===== config.mk =====
export PLATFORM = sky130hd
export DESIGN_NAME = branch_resolve_queue
export DESIGN_NICKNAME = d
export VERILOG_FILES = /design/src/rtl/branch_pkg.sv /design/src/rtl/brq_fifo_mem.sv /design/src/rtl/branch_resolve_queue.sv
export SDC_FILE = /design/constraint.sdc
export NUM_CORES = 1
export LEC_CHECK = 0
export ABC_AREA = 1
export CAP_MARGIN = 40
export CELL_PAD_IN_SITES_DETAIL_PLACEMENT = 0
export CELL_PAD_IN_SITES_GLOBAL_PLACEMENT = 1
export CORE_MARGIN = 2
export CORE_UTILIZATION = 40
export CTS_BUF_LIST = sky130_fd_sc_hd__clkbuf_2 sky130_fd_sc_hd__clkbuf_4 sky130_fd_sc_hd__clkbuf_8
export DETAILED_ROUTE_END_ITERATION = 8
export PLACE_DENSITY_LB_ADDON = 0.1
export SYNTH_ARGS = -nofsm -noshare
export SYNTH_HDL_FRONTEND = slang
export SYNTH_SLANG_ARGS = --single-unit

===== constraint.sdc =====
create_clock -name clk -period 11.1 [get_ports clk]
set_clock_uncertainty 0.05 [all_clocks]
set_input_delay 1.665 -clock clk [delete_from_list [all_inputs] [get_ports clk]]
set_output_delay 1.665 -clock clk [all_outputs]
set_load 0.05 [all_outputs]

===== src/rtl/branch_pkg.sv =====
// Shared types for the branch resolve queue: BHT/PC width defaults, queue entry, flush-control states.
package branch_pkg;

    localparam int LOWER_DEF = 5;
    localparam int PC_W_DEF  = 32;

    typedef struct packed {
        logic [LOWER_DEF-1:0] idx;
        logic                 taken;
        logic [PC_W_DEF-1:0]  target;
        logic [PC_W_DEF-1:0]  fallthru;
    } brq_entry_t;

    typedef enum logic {
        IDLE,
        TRACK
    } brq_state_t;

endpackage


===== src/rtl/brq_fifo_mem.sv =====
// Entry storage for the branch resolve queue: one write port, combinational head read, whole-array flush.
module brq_fifo_mem
    import branch_pkg::*;
#(
    parameter int DEPTH = 4,
    localparam int PW   = $clog2(DEPTH)
) (
    input  logic          clk,
    input  logic          rst,
    input  logic          flush,
    input  logic          we,
    input  logic [PW-1:0] waddr,
    input  brq_entry_t    wdata,
    input  logic [PW-1:0] raddr,
    output brq_entry_t    head
);

    brq_entry_t mem_q [DEPTH];

    always_ff @(posedge clk) begin
        if (rst || flush) begin
            for (int i = 0; i < DEPTH; i++) begin
                mem_q[i] <= '0;
            end
        end else if (we) begin
            mem_q[waddr] <= wdata;
        end
    end

    assign head = mem_q[raddr];

endmodule


===== src/rtl/branch_resolve_queue.sv =====
// In-order branch prediction tracker: resolves against execute, drives BHT updates and mispredict redirects.
// Optional BRQ_STATS_EN adds saturating resolve/mispredict counters.
module branch_resolve_queue
    import branch_pkg::*;
#(
    parameter int LOWER = LOWER_DEF,
    parameter int DEPTH = 4,
    parameter int PC_W  = PC_W_DEF
) (
    input  logic                     clk,
    input  logic                     rst,
    input  logic                     en,
    input  logic                     pred_valid,
    output logic                     pred_ready,
    input  logic [LOWER-1:0]         pred_idx,
    input  logic                     pred_taken,
    input  logic [PC_W-1:0]          pred_target,
    input  logic [PC_W-1:0]          pred_fallthru,
    input  logic                     res_valid,
    input  logic                     res_taken,
    input  logic [PC_W-1:0]          res_target,
    output logic                     bht_en,
    output logic [LOWER-1:0]         bht_write_addr,
    output logic                     bht_was_taken,
    output logic                     mispredict,
    output logic [PC_W-1:0]          redirect_pc,
    output logic [$clog2(DEPTH):0]   count,
    output logic                     empty,
    output logic                     underflow
`ifdef BRQ_STATS_EN
    ,
    output logic [31:0]              stat_resolved,
    output logic [31:0]              stat_mispred
`endif
);

    localparam int PW = $clog2(DEPTH);
    localparam int CW = PW + 1;

    brq_state_t       state_q, state_d;
    logic [PW-1:0]    wr_ptr_q, wr_ptr_d, rd_ptr_q, rd_ptr_d;
    logic [CW-1:0]    count_q, count_d;
    logic             bht_en_q, was_taken_q, mis_q, underflow_q;
    logic [LOWER-1:0] bht_addr_q;
    logic [PC_W-1:0]  redirect_q;

    brq_entry_t head, wentry;
    logic full, res_ok, push_ok, mis, flush, wr_en;

    assign full    = (count_q == CW'(DEPTH));
    assign res_ok  = en && res_valid && (state_q == TRACK);
    // A pop in the same cycle frees the slot, so a push into a full queue still lands.
    assign push_ok = en && pred_valid && (!full || res_ok);
    assign mis     = (res_taken != head.taken) || (res_taken && (res_target != head.target));
    assign flush   = res_ok && mis;
    assign wr_en   = push_ok && !flush;

    always_comb begin
        wentry          = '0;
        wentry.idx      = pred_idx;
        wentry.taken    = pred_taken;
        wentry.target   = pred_target;
        wentry.fallthru = pred_fallthru;
    end

    brq_fifo_mem #(.DEPTH(DEPTH)) u_mem (
        .clk   (clk),
        .rst   (rst),
        .flush (flush),
        .we    (wr_en),
        .waddr (wr_ptr_q),
        .wdata (wentry),
        .raddr (rd_ptr_q),
        .head  (head)
    );

    always_comb begin
        wr_ptr_d = wr_ptr_q;
        rd_ptr_d = rd_ptr_q;
        count_d  = count_q;
        state_d  = state_q;
        if (flush) begin
            rd_ptr_d = wr_ptr_q;
            count_d  = '0;
        end else begin
            if (wr_en)  wr_ptr_d = wr_ptr_q + PW'(1);
            if (res_ok) rd_ptr_d = rd_ptr_q + PW'(1);
            count_d = count_q + CW'(wr_en) - CW'(res_ok);
        end
        case (state_q)
            IDLE:    if (wr_en) state_d = TRACK;
            TRACK:   if (count_d == '0) state_d = IDLE;
            default: state_d = IDLE;
        endcase
    end

    always_ff @(posedge clk) begin
        if (rst) begin
            state_q     <= IDLE;
            wr_ptr_q    <= '0;
            rd_ptr_q    <= '0;
            count_q     <= '0;
            bht_en_q    <= 1'b0;
            bht_addr_q  <= '0;
            was_taken_q <= 1'b0;
            mis_q       <= 1'b0;
            redirect_q  <= '0;
            underflow_q <= 1'b0;
        end else begin
            state_q     <= state_d;
            wr_ptr_q    <= wr_ptr_d;
            rd_ptr_q    <= rd_ptr_d;
            count_q     <= count_d;
            bht_en_q    <= res_ok;
            bht_addr_q  <= res_ok ? head.idx : '0;
            was_taken_q <= res_ok && res_taken;
            mis_q       <= flush;
            redirect_q  <= flush ? (res_taken ? res_target : head.fallthru) : '0;
            if (en && res_valid && (state_q == IDLE)) underflow_q <= 1'b1;
        end
    end

    // A stall suppresses the strobes in the cycle it is asserted.
    assign bht_en         = bht_en_q && en;
    assign mispredict     = mis_q && en;
    assign redirect_pc    = en ? redirect_q : '0;
    assign bht_write_addr = bht_addr_q;
    assign bht_was_taken  = was_taken_q;
    assign pred_ready     = !full;
    assign count          = count_q;
    assign empty          = (state_q == IDLE);
    assign underflow      = underflow_q;

`ifdef BRQ_STATS_EN
    logic [31:0] stat_res_q, stat_mis_q;

    always_ff @(posedge clk) begin
        if (rst) begin
            stat_res_q <= '0;
            stat_mis_q <= '0;
        end else begin
            if (res_ok && (stat_res_q != '1)) stat_res_q <= stat_res_q + 32'd1;
            if (flush && (stat_mis_q != '1))  stat_mis_q <= stat_mis_q + 32'd1;
        end
    end

    assign stat_resolved = stat_res_q;
    assign stat_mispred  = stat_mis_q;
`endif

endmodule


==> results of run 1 <==
logic make-up after synthesis:
kind of cell	Yosys count	synth area share, %
AOI/OAI and AO/OA	162	5.58
and+or+nand+nor	814	25.1
xor gates and xnor gates	9	0.516
buffers and inverters	241	6.77
DFF	331	61.7
adders and majority gates	3	0.295
through the flow:
stage | cell area, um^2 | worst slack (ps) | cells | power, mW | hold slack [ps]
3_5_place_dp | 17400 | 5470 | 2147 | 2.10 | 431
3_3_place_gp | 17100 | 5310 | 2137 | 2.08 | 409
2_1_floorplan | 15300 | 2950 | 1560 | 1.89 | 437
4_1_cts | 18600 | 5570 | 2251 | 3.23 | 463
6_report | 18600 | 5710 | 2251 | 3.20 | 465
5_1_grt | 18600 | 5100 | 2251 | 3.34 | 510
power groups by stage:
stage | clock (mW) | sequential [mW] | combinational (mW)
floorplan | 0 | 1.56 | 0.336
global placement | 0 | 1.54 | 0.531
detailed placement | 0 | 1.54 | 0.556
CTS | 1.15 | 1.52 | 0.559
global route | 1.20 | 1.53 | 0.605
finish | 1.13 | 1.52 | 0.552
final timing paths:
| path | slack [ps] | end | start |
|---|---|---|---|
| max | 5710 | state_q | flop |
| max reg2reg | 5710 | state_q | flop |
| min | 460 | underflow | underflow |
| min reg2reg | 460 | underflow | underflow |
cell usage in the layout, fill, tap and decap left out, types with 19 or more instances in the layout:
cell type,instances
a21oi_1,40
nand2_1,318
edfxtp_1,280
o22ai_1,32
buf_4,19
clkbuf_8,69
nand4_4,30
inv_1,129
o21ai_0,83
clkbuf_4,25
nand3_1,89
clkdlybuf4s50_1,153
dfxtp_1,49
nand4_1,43
nor2_1,320
sequential cells by signal, summed over array words and instances (netlist names), named ones only:
signal and count:
wr_ptr_q 2, u_mem.mem_q 280, rd_ptr_q 2, mis_q 1, count 3, bht_write_addr 5, underflow 1, redirect_q 32
bht_en_q 1, state_q 1, bht_was_taken 1
worst max-delay path, delay by kind of cell (launching register included):
kind | cells | cell delay, ps
flops | 1 | 820
fa+ha+maj | 3 | 840
buf+inv | 7 | 1580
xor+xnor | 1 | 190
simple gates | 15 | 1770
layer usage:
layer / part of all wire [%] / wire length [um]
met4: 2.6 / 1130
met5: 0 / 0
met2: 49 / 21600
met3: 5.0 / 2190
met1: 43 / 19100
layout make-up:
type / instances / area share (%)
Sequential cell: 331 / 50.8
Multi-Input combinational cell: 988 / 26.3
Timing Repair Buffer: 182 / 10.4
Clock buffer: 94 / 6.12
Tap cell: 511 / 3.44
Inverter: 135 / 2.76
Clock inverter: 10 / 0.249
==> impl_metrics.yaml, run 1 <==
synth:
  yosysWarningCount: 0
  netlist_area_um2: 15300
  syn_inst: 1560
  synth-seq-area-share_pct: 61.7
  syn_nets: 1671
  synth_edf_count: 280
  yosys.area.top_type: "edfxtp_1"
  ys_async_sr_fraction_pct: 0
  synth_common_cells: "nand2_1, nor2_1, edfxtp_1"
  synth_top_area_share_pct: 55.0
  synth.distinct_cells: 29
  yosys-top-cells-area: "edfxtp_1, nand2_1, nor2_1, dfxtp_1, nand4_4"
  synthFlopType: "edfxtp_1"
  ys_ff_latch: 331
  syn_area_per_cell_um2: 9.80
sta:
  hold_violations: 0
  rsz0062_at_grt: "false"
  period_minus_slack_ps: 5390
  tns_ps: 0
  setup_viol: 0
  slew_viol_final: 0
  finalCritPeriodShare_pct: 48.6
  fmax_ghz: 0.185
  worstMarginPinSlew_ps: 869
  max_slew_margin_pct: 42.1
status:
  outcome: "complete, no violations"
floorplan:
  fp.dieH_um: 199
  row_count: 71
  ios: 154
  die_x_um: 199
  coreArea_um2: 37700
  initial_utilization_pct: 40.6
  die_area_um2: 39800
global_routing:
  grt_pass1_wl_mm: 66.5
  overflow: 0
  grt_util_met1_pct: 28.8
  grt.met3_usage_pct: 3.24
  top_usage_layer: "met2"
  use_met2_pct: 38.7
  grtUsageTotal_pct: 22.3
  antenna_found_initial: 0
  grt_max_degree: 78
  grt_pass1_vias: 11500
clock_network:
  clkTransAtPathRegs_ps: 60
  post_cts_buffers: 0
  clk_path_buf_depth: 3
  htree_levels: 2
  hold_buffers: 0
  cts_tree: "built"
  cts_resized: 0
  numCtsBuffers: 57
  clkSinkCount: 331
  cts_root_buffer: "clkbuf_8"
  insertion_delay_ps: 590
final_layout:
  layout.nets: 1806
  fillers: 3563
  syn_to_final_growth_pct: 21.6
  diodes: 0
  seqCellArea_um2: 9430
  drive_above_1_share_pct: 10.1
  postLayoutCoreUtil_pct: 49.3
  multi_input_comb_area_um2: 4880
run:
  cap_violations: 0
drt:
  dr.pass1.iters: 5
  vias_per_cell: 5.08
  drc: 0
  wl_mm: 44.0
  vias: 11400
  wl_per_cell_um: 19.6
  drtIter0Drc: 724
  ant_nets: 0
worst_hold_path:
  min_path_cells: 2
  hp-class: "reg -> reg"
power_and_ir_drop:
  p_seq_share_pct: 47.5
  powerDensity_nw_per_um2: 172
  leakagePower_nw: 7.65
  p_int_mw: 2.29
  comb_power_share_pct: 17.3
  p_sw_share_pct: 28.3
  p_switching_mw: 0.904
  ir_drop_uv: 95.2
  clkPwrFrac_pct: 35.2
worst_setup_path:
  max_stage_delay_ps: 820
  path_common_cell: "nand2_1"
  criticalPathCategory: "reg -> reg"
  worstPathRequired_ps: 11530
  rr_worst_depth: 26
  critPathLaunchType: "flop"
  end_kind: "flop"
  arrival_ps: 5830
  cpMaxStageDelayCell: "dfxtp_4"
  cp_max_fo: 77
placement:
  port_buffers: 153
  gp_congestion: 0.751
  hpwl_mm: 26.2
Note: power is estimated with default switching activity, not from simulation.
==> inputs of run 2 (changes only) <==
==> constraint.sdc (replaced) <==
create_clock -name clk -period 4.7 [get_ports clk]
set_clock_uncertainty 0.05 [all_clocks]
set_input_delay 0.705 -clock clk [delete_from_list [all_inputs] [get_ports clk]]
set_output_delay 0.705 -clock clk [all_outputs]
set_load 0.05 [all_outputs]
==> run 2 against run 1 <==
Sequential cell count is the same; total power grew 130%; maximum frequency grew 38%; final cell count is essentially flat; critical endpoint unchanged.
==> impl_metrics.yaml, run 2 (synthesis gave the netlist of run 1 again) <==
sta:
  finalCritPeriodShare_pct: 83.1
  period_minus_slack_ps: 3910
  max_slew_margin_pct: 50.9
  worstMarginPinSlew_ps: 736
  slew_viol_final: 0
  setup_ws_ps: 793
  setup_viol: 0
  fmax_ghz: 0.256
  hold_violations: 0
  rsz0062_at_grt: "false"
global_routing:
  grtUsageTotal_pct: 23.2
  overflow: 0
  antenna_found_initial: 0
  grt_pass1_vias: 11300
  grt_pass1_wl_mm: 68.4
  top_usage_layer: "met2"
  grt_util_met1_pct: 31.6
  grt_max_degree: 141
  grt.met3_usage_pct: 3.27
  use_met2_pct: 38.5
clock_network:
  post_cts_buffers: 0
  cts_resized: 0
  insertion_delay_ps: 610
  cts_tree: "built"
  hold_buffers: 0
  numCtsBuffers: 56
  clk_path_buf_depth: 3
  htree_levels: 2
  cts_root_buffer: "clkbuf_8"
  clkTransAtPathRegs_ps: 60
  clkSinkCount: 331
placement:
  port_buffers: 153
  hpwl_mm: 25.8
  gp_congestion: 0.760
  dp_slack_ps: 714
worst_setup_path:
  critPathLaunchType: "flop"
  critPathTopFamily: "simple AND/OR/NAND/NOR gates"
  criticalPathCategory: "reg -> reg"
  critical_path_buf_inv_count: 4
  cpMaxStageDelayCell: "buf_12"
  path_common_cell: "nand2_1"
  worstPathRequired_ps: 5150
  end_kind: "flop"
  crit_chain: "buf_12 > nand2_1 > nand3_1 > nand2_1 > nand2_1 > o21ai_0 > nor2_1 > nand3_1 > nor2_1 > nand3_2 > nand2_4 > nand2_1 > ha_1 > inv_1 > ha_1 > inv_1 > fa_1 > xor2_1 > nand3_1 > nand3_1 > nand2_1 > nand2_1 > inv_1"
  max_stage_delay_ps: 510
  arrival_ps: 4360
  cp_max_fo: 140
power_and_ir_drop:
  ir_drop_uv: 208
  leakagePower_nw: 7.59
  power_mw: 7.42
  powerDensity_nw_per_um2: 401
final_layout:
  layout.nets: 1806
  largest_reg_flops: 280
  diodes: 0
  final_cell_mix: "nor2_1, nand2_1, edfxtp_1"
  drive_above_1_share_pct: 9.47
  regMostFlops: "u_mem.mem_q"
  mostFrequentLayoutCell: "nor2_1"
  syn_to_final_growth_pct: 21.2
drt:
  wl_per_cell_um: 20.1
  vias_per_cell: 5.07
  drc: 0
  vias: 11400
  ant_nets: 0
  drtIter0Drc: 784
  dr.pass1.iters: 5
  wl_mm: 45.2
floorplan:
  die_area_um2: 39800
  die_x_um: 199
  fp.dieH_um: 199
  coreArea_um2: 37700
  row_count: 71
  initial_utilization_pct: 40.6
  ios: 154
run:
  cap_violations: 0
worst_hold_path:
  hp-class: "reg -> reg"
status:
  outcome: "complete, no violations"
-- run 2: changes by cell type in the layout (fill, tap and decap cells not counted), sizes merged --
cell,before,now
buf,29,30
clkinv,14,22
clkbuf,94,84
inv,131,132
clkinvlp,0,2
-- run 2: cell type report --
class                      count  area [um^2]
clock inverter                21         91.3
clock buffer                  84          993
fill                        3651        19100
multi-input combinational    988         4880
timing repair buffer         183         1970
inverter                     135          514
tap                          511          639
sequential                   331         9430
-- run 2: power breakdown --
| part | internal, mW | switching, mW |
|---|---|---|
| registers | 3.49 | 0.0761 |
| clock network | 1.35 | 1.16 |
| logic | 0.416 | 0.933 |
| total | 5.25 | 2.17 |
-- run 2: path summary, 6_finish.rpt --
path / from / endpoint / slack, ps / depth (start not counted)
worst min-delay path: underflow / underflow / 430 / 2
worst max register to register: flop / state_q / 790 / 23
worst min register to register: underflow / underflow / 430 / 2
worst max-delay path: flop / state_q / 790 / 23
-- run 2: through the flow --
| stage | hold WS [ps] | std cells | util, % | TNS (ps) | instance area, um^2 |
|---|---|---|---|---|---|
| 6_report | 435 | 2253 | 49.2 | 0 | 18500 |
| 2_1_floorplan | 437 | 1560 | - | -127310 | 15300 |
| 3_3_place_gp | 409 | 2146 | 46.2 | 0 | 17400 |
| 5_1_grt | 483 | 2253 | 49.2 | 0 | 18500 |
| 4_1_cts | 431 | 2253 | 49.2 | 0 | 18500 |
| 3_5_place_dp | 413 | 2148 | 46.3 | 0 | 17400 |
-- run 2: worst reg2reg max path: cells and delay by family (launching register included) --
family          cells  cell delay (ps)
simple gates       14             1650
fa+ha+maj           3              810
buf+inv             4              660
flops               1              360
xor+xnor            1              200
compound gates      1               70
-- run 2: routing by layer --
| layer | part of all wire, % | wire length [um] |
|---|---|---|
| met1 | 45 | 20200 |
| met2 | 47 | 21400 |
| met3 | 5.3 | 2400 |
| met4 | 2.5 | 1150 |
| met5 | 0 | 0 |
==> inputs of run 3 (changes only) <==
==> constraint.sdc (replaced) <==
create_clock -name clk -period 4 [get_ports clk]
set_clock_uncertainty 0.05 [all_clocks]
set_input_delay 0.6 -clock clk [delete_from_list [all_inputs] [get_ports clk]]
set_output_delay 0.6 -clock clk [all_outputs]
set_load 0.05 [all_outputs]
==> run 3 against run 2 <==
Critical path type unchanged; worst setup slack lost 440 ps; sequential cell count did not move; highest routed layer unchanged; die area did not move; clock power grew 28%; register-to-register slack worse by 440 ps; combinational power rose by 21%; critical path depth is the same; sequential share of layout area down 0.83 points; sequential power is 17% higher; routed wire length increased by 1.5%; core utilization is 0.81 points higher.
==> impl_metrics.yaml, run 3 (synthesis gave the netlist of run 1 again) <==
placement:
  gp_congestion: 0.768
  placed_cell_area_um2: 17600
  hpwl_mm: 27.2
  port_buffers: 153
sta:
  hold_violations: 0
  finalCritPeriodShare_pct: 91.2
  setup_viol: 0
  period_minus_slack_ps: 3650
  worstMarginPinSlew_ps: 707
  slew_viol_final: 0
  fmax_ghz: 0.274
  max_slew_margin_pct: 52.9
final_layout:
  drive_above_1_share_pct: 13.6
  final_cell_mix: "nor2_1, nand2_1, edfxtp_1"
  regMostFlops: "u_mem.mem_q"
  largest_reg_flops: 280
  fillers: 3585
  layout.nets: 1839
  syn_to_final_growth_pct: 23.2
  mostFrequentLayoutCell: "nor2_1"
  diodes: 0
  finalInstanceArea_um2: 18800
status:
  outcome: "complete, no violations"
drt:
  ant_nets: 0
  vias: 11600
  met1_length_mm: 20.5
  wl_per_cell_um: 20.1
  routed.top_layer: "met4"
  wl_mm: 45.9
  drc: 0
  drtIter0Drc: 734
  met3_length_mm: 2.21
  dr.pass1.iters: 5
  vias_per_cell: 5.06
  wl_met2_mm: 22.2
power_and_ir_drop:
  leakagePower_nw: 7.89
  ir_drop_uv: 262
  power_mw: 9.03
  powerDensity_nw_per_um2: 480
clock_network:
  clk_path_buf_depth: 3
  cts_tree: "built"
  insertion_delay_ps: 650
  htree_levels: 2
  clkTransAtPathRegs_ps: 60
  hold_buffers: 0
  cts_root_buffer: "clkbuf_8"
  numCtsBuffers: 57
  clkSinkCount: 331
worst_setup_path:
  critPathLaunchType: "flop"
  worstPathRequired_ps: 4490
  arrival_ps: 4140
  cp_max_fo: 25
  criticalPathCategory: "reg -> reg"
  end_kind: "flop"
global_routing:
  grt_max_degree: 77
  grt_pass1_wl_mm: 69.0
  overflow: 0
  grt_pass1_vias: 11600
  grtUsageTotal_pct: 23.5
  antenna_found_initial: 0
floorplan:
  ios: 154
  coreArea_um2: 37700
  initial_utilization_pct: 40.6
  row_count: 71
  die_area_um2: 39800
  die_x_um: 199
  fp.dieH_um: 199
run:
  cap_violations: 0
worst_hold_path:
  hp-class: "reg -> reg"
[run 3: cell count changes in the layout (fill, tap and decap cells not counted)]
cell	change
inv_4	-1
buf_4	+62
buf_16	-1
buf_12	+4
clkinvlp_4	-1
inv_2	+1
clkbuf_4	-2
clkinv_1	-7
clkbuf_8	+11
clkdlybuf4s50_1	-34
inv_6	+2
buf_6	+1
[run 3: report_power, final]
part	total, mW	internal, mW	switching, mW
Clock	3.21	1.78	1.43
Sequential	4.18	4.09	0.0879
Combinational	1.64	0.520	1.12
[run 3: what timing repair did]
| action | CTS | global route |
|---|---|---|
| setup buffers | 0 | 0 |
| setup endpoints to repair | 0 | 1 |
| resized for setup | 0 | 1 |
[run 3: worst paths after layout]
path | startpoint | endpoint | slack, ps | depth (start not counted)
min reg2reg | underflow | underflow | 460 | 2
max | flop | state_q | 350 | 23
min | underflow | underflow | 460 | 2
max reg2reg | flop | state_q | 350 | 23
[run 3: worst max-delay path, stage by stage, from the launching register on]
cell and delay (ps):
dfxtp_2 370, buf_4 370, nand3_1 170, nand2_1 90
nand2_1 50, nand2_1 50, nand3_1 90, nor2_1 200
nand2_1 70, nor2_1 240, nand3_2 160, nand2_4 110
nand2_1 80, ha_1 270, inv_1 60, ha_1 130
inv_1 50, fa_1 400, xor2_1 200, nand3_1 90
nand3_1 90, nand2_1 60, nand2_1 50, inv_1 30
[run 3: layout make-up]
class / instances / area (um^2) / area share [%]
sequential: 331 / 9430 / 50.1
timing repair buffer: 215 / 2160 / 11.5
clock buffer: 93 / 1130 / 6.00
inverter: 135 / 512 / 2.72
multi-input combinational: 988 / 4880 / 25.9
tap: 511 / 639 / 3.40
clock inverter: 15 / 75.1 / 0.399
[run 3: stage by stage]
stage	instances	setup slack, ps	hold slack (ps)	util (%)	TNS, ps
floorplan	1560	-1200	437	-	-252260
global placement	2179	212	413	46.7	0
detailed placement	2180	214	440	46.8	0
CTS	2288	298	465	50.0	0
global route	2288	-22.8	484	50.0	-22.8
finish	2288	353	458	50.0	0
[run 3: per-layer routing]
metal	vias up	global-route usage [%]
met2	313	39.4
met4	0	7.74
met3	51	3.49
met5	-	0
met1	5629	31.2
li1	5583	-
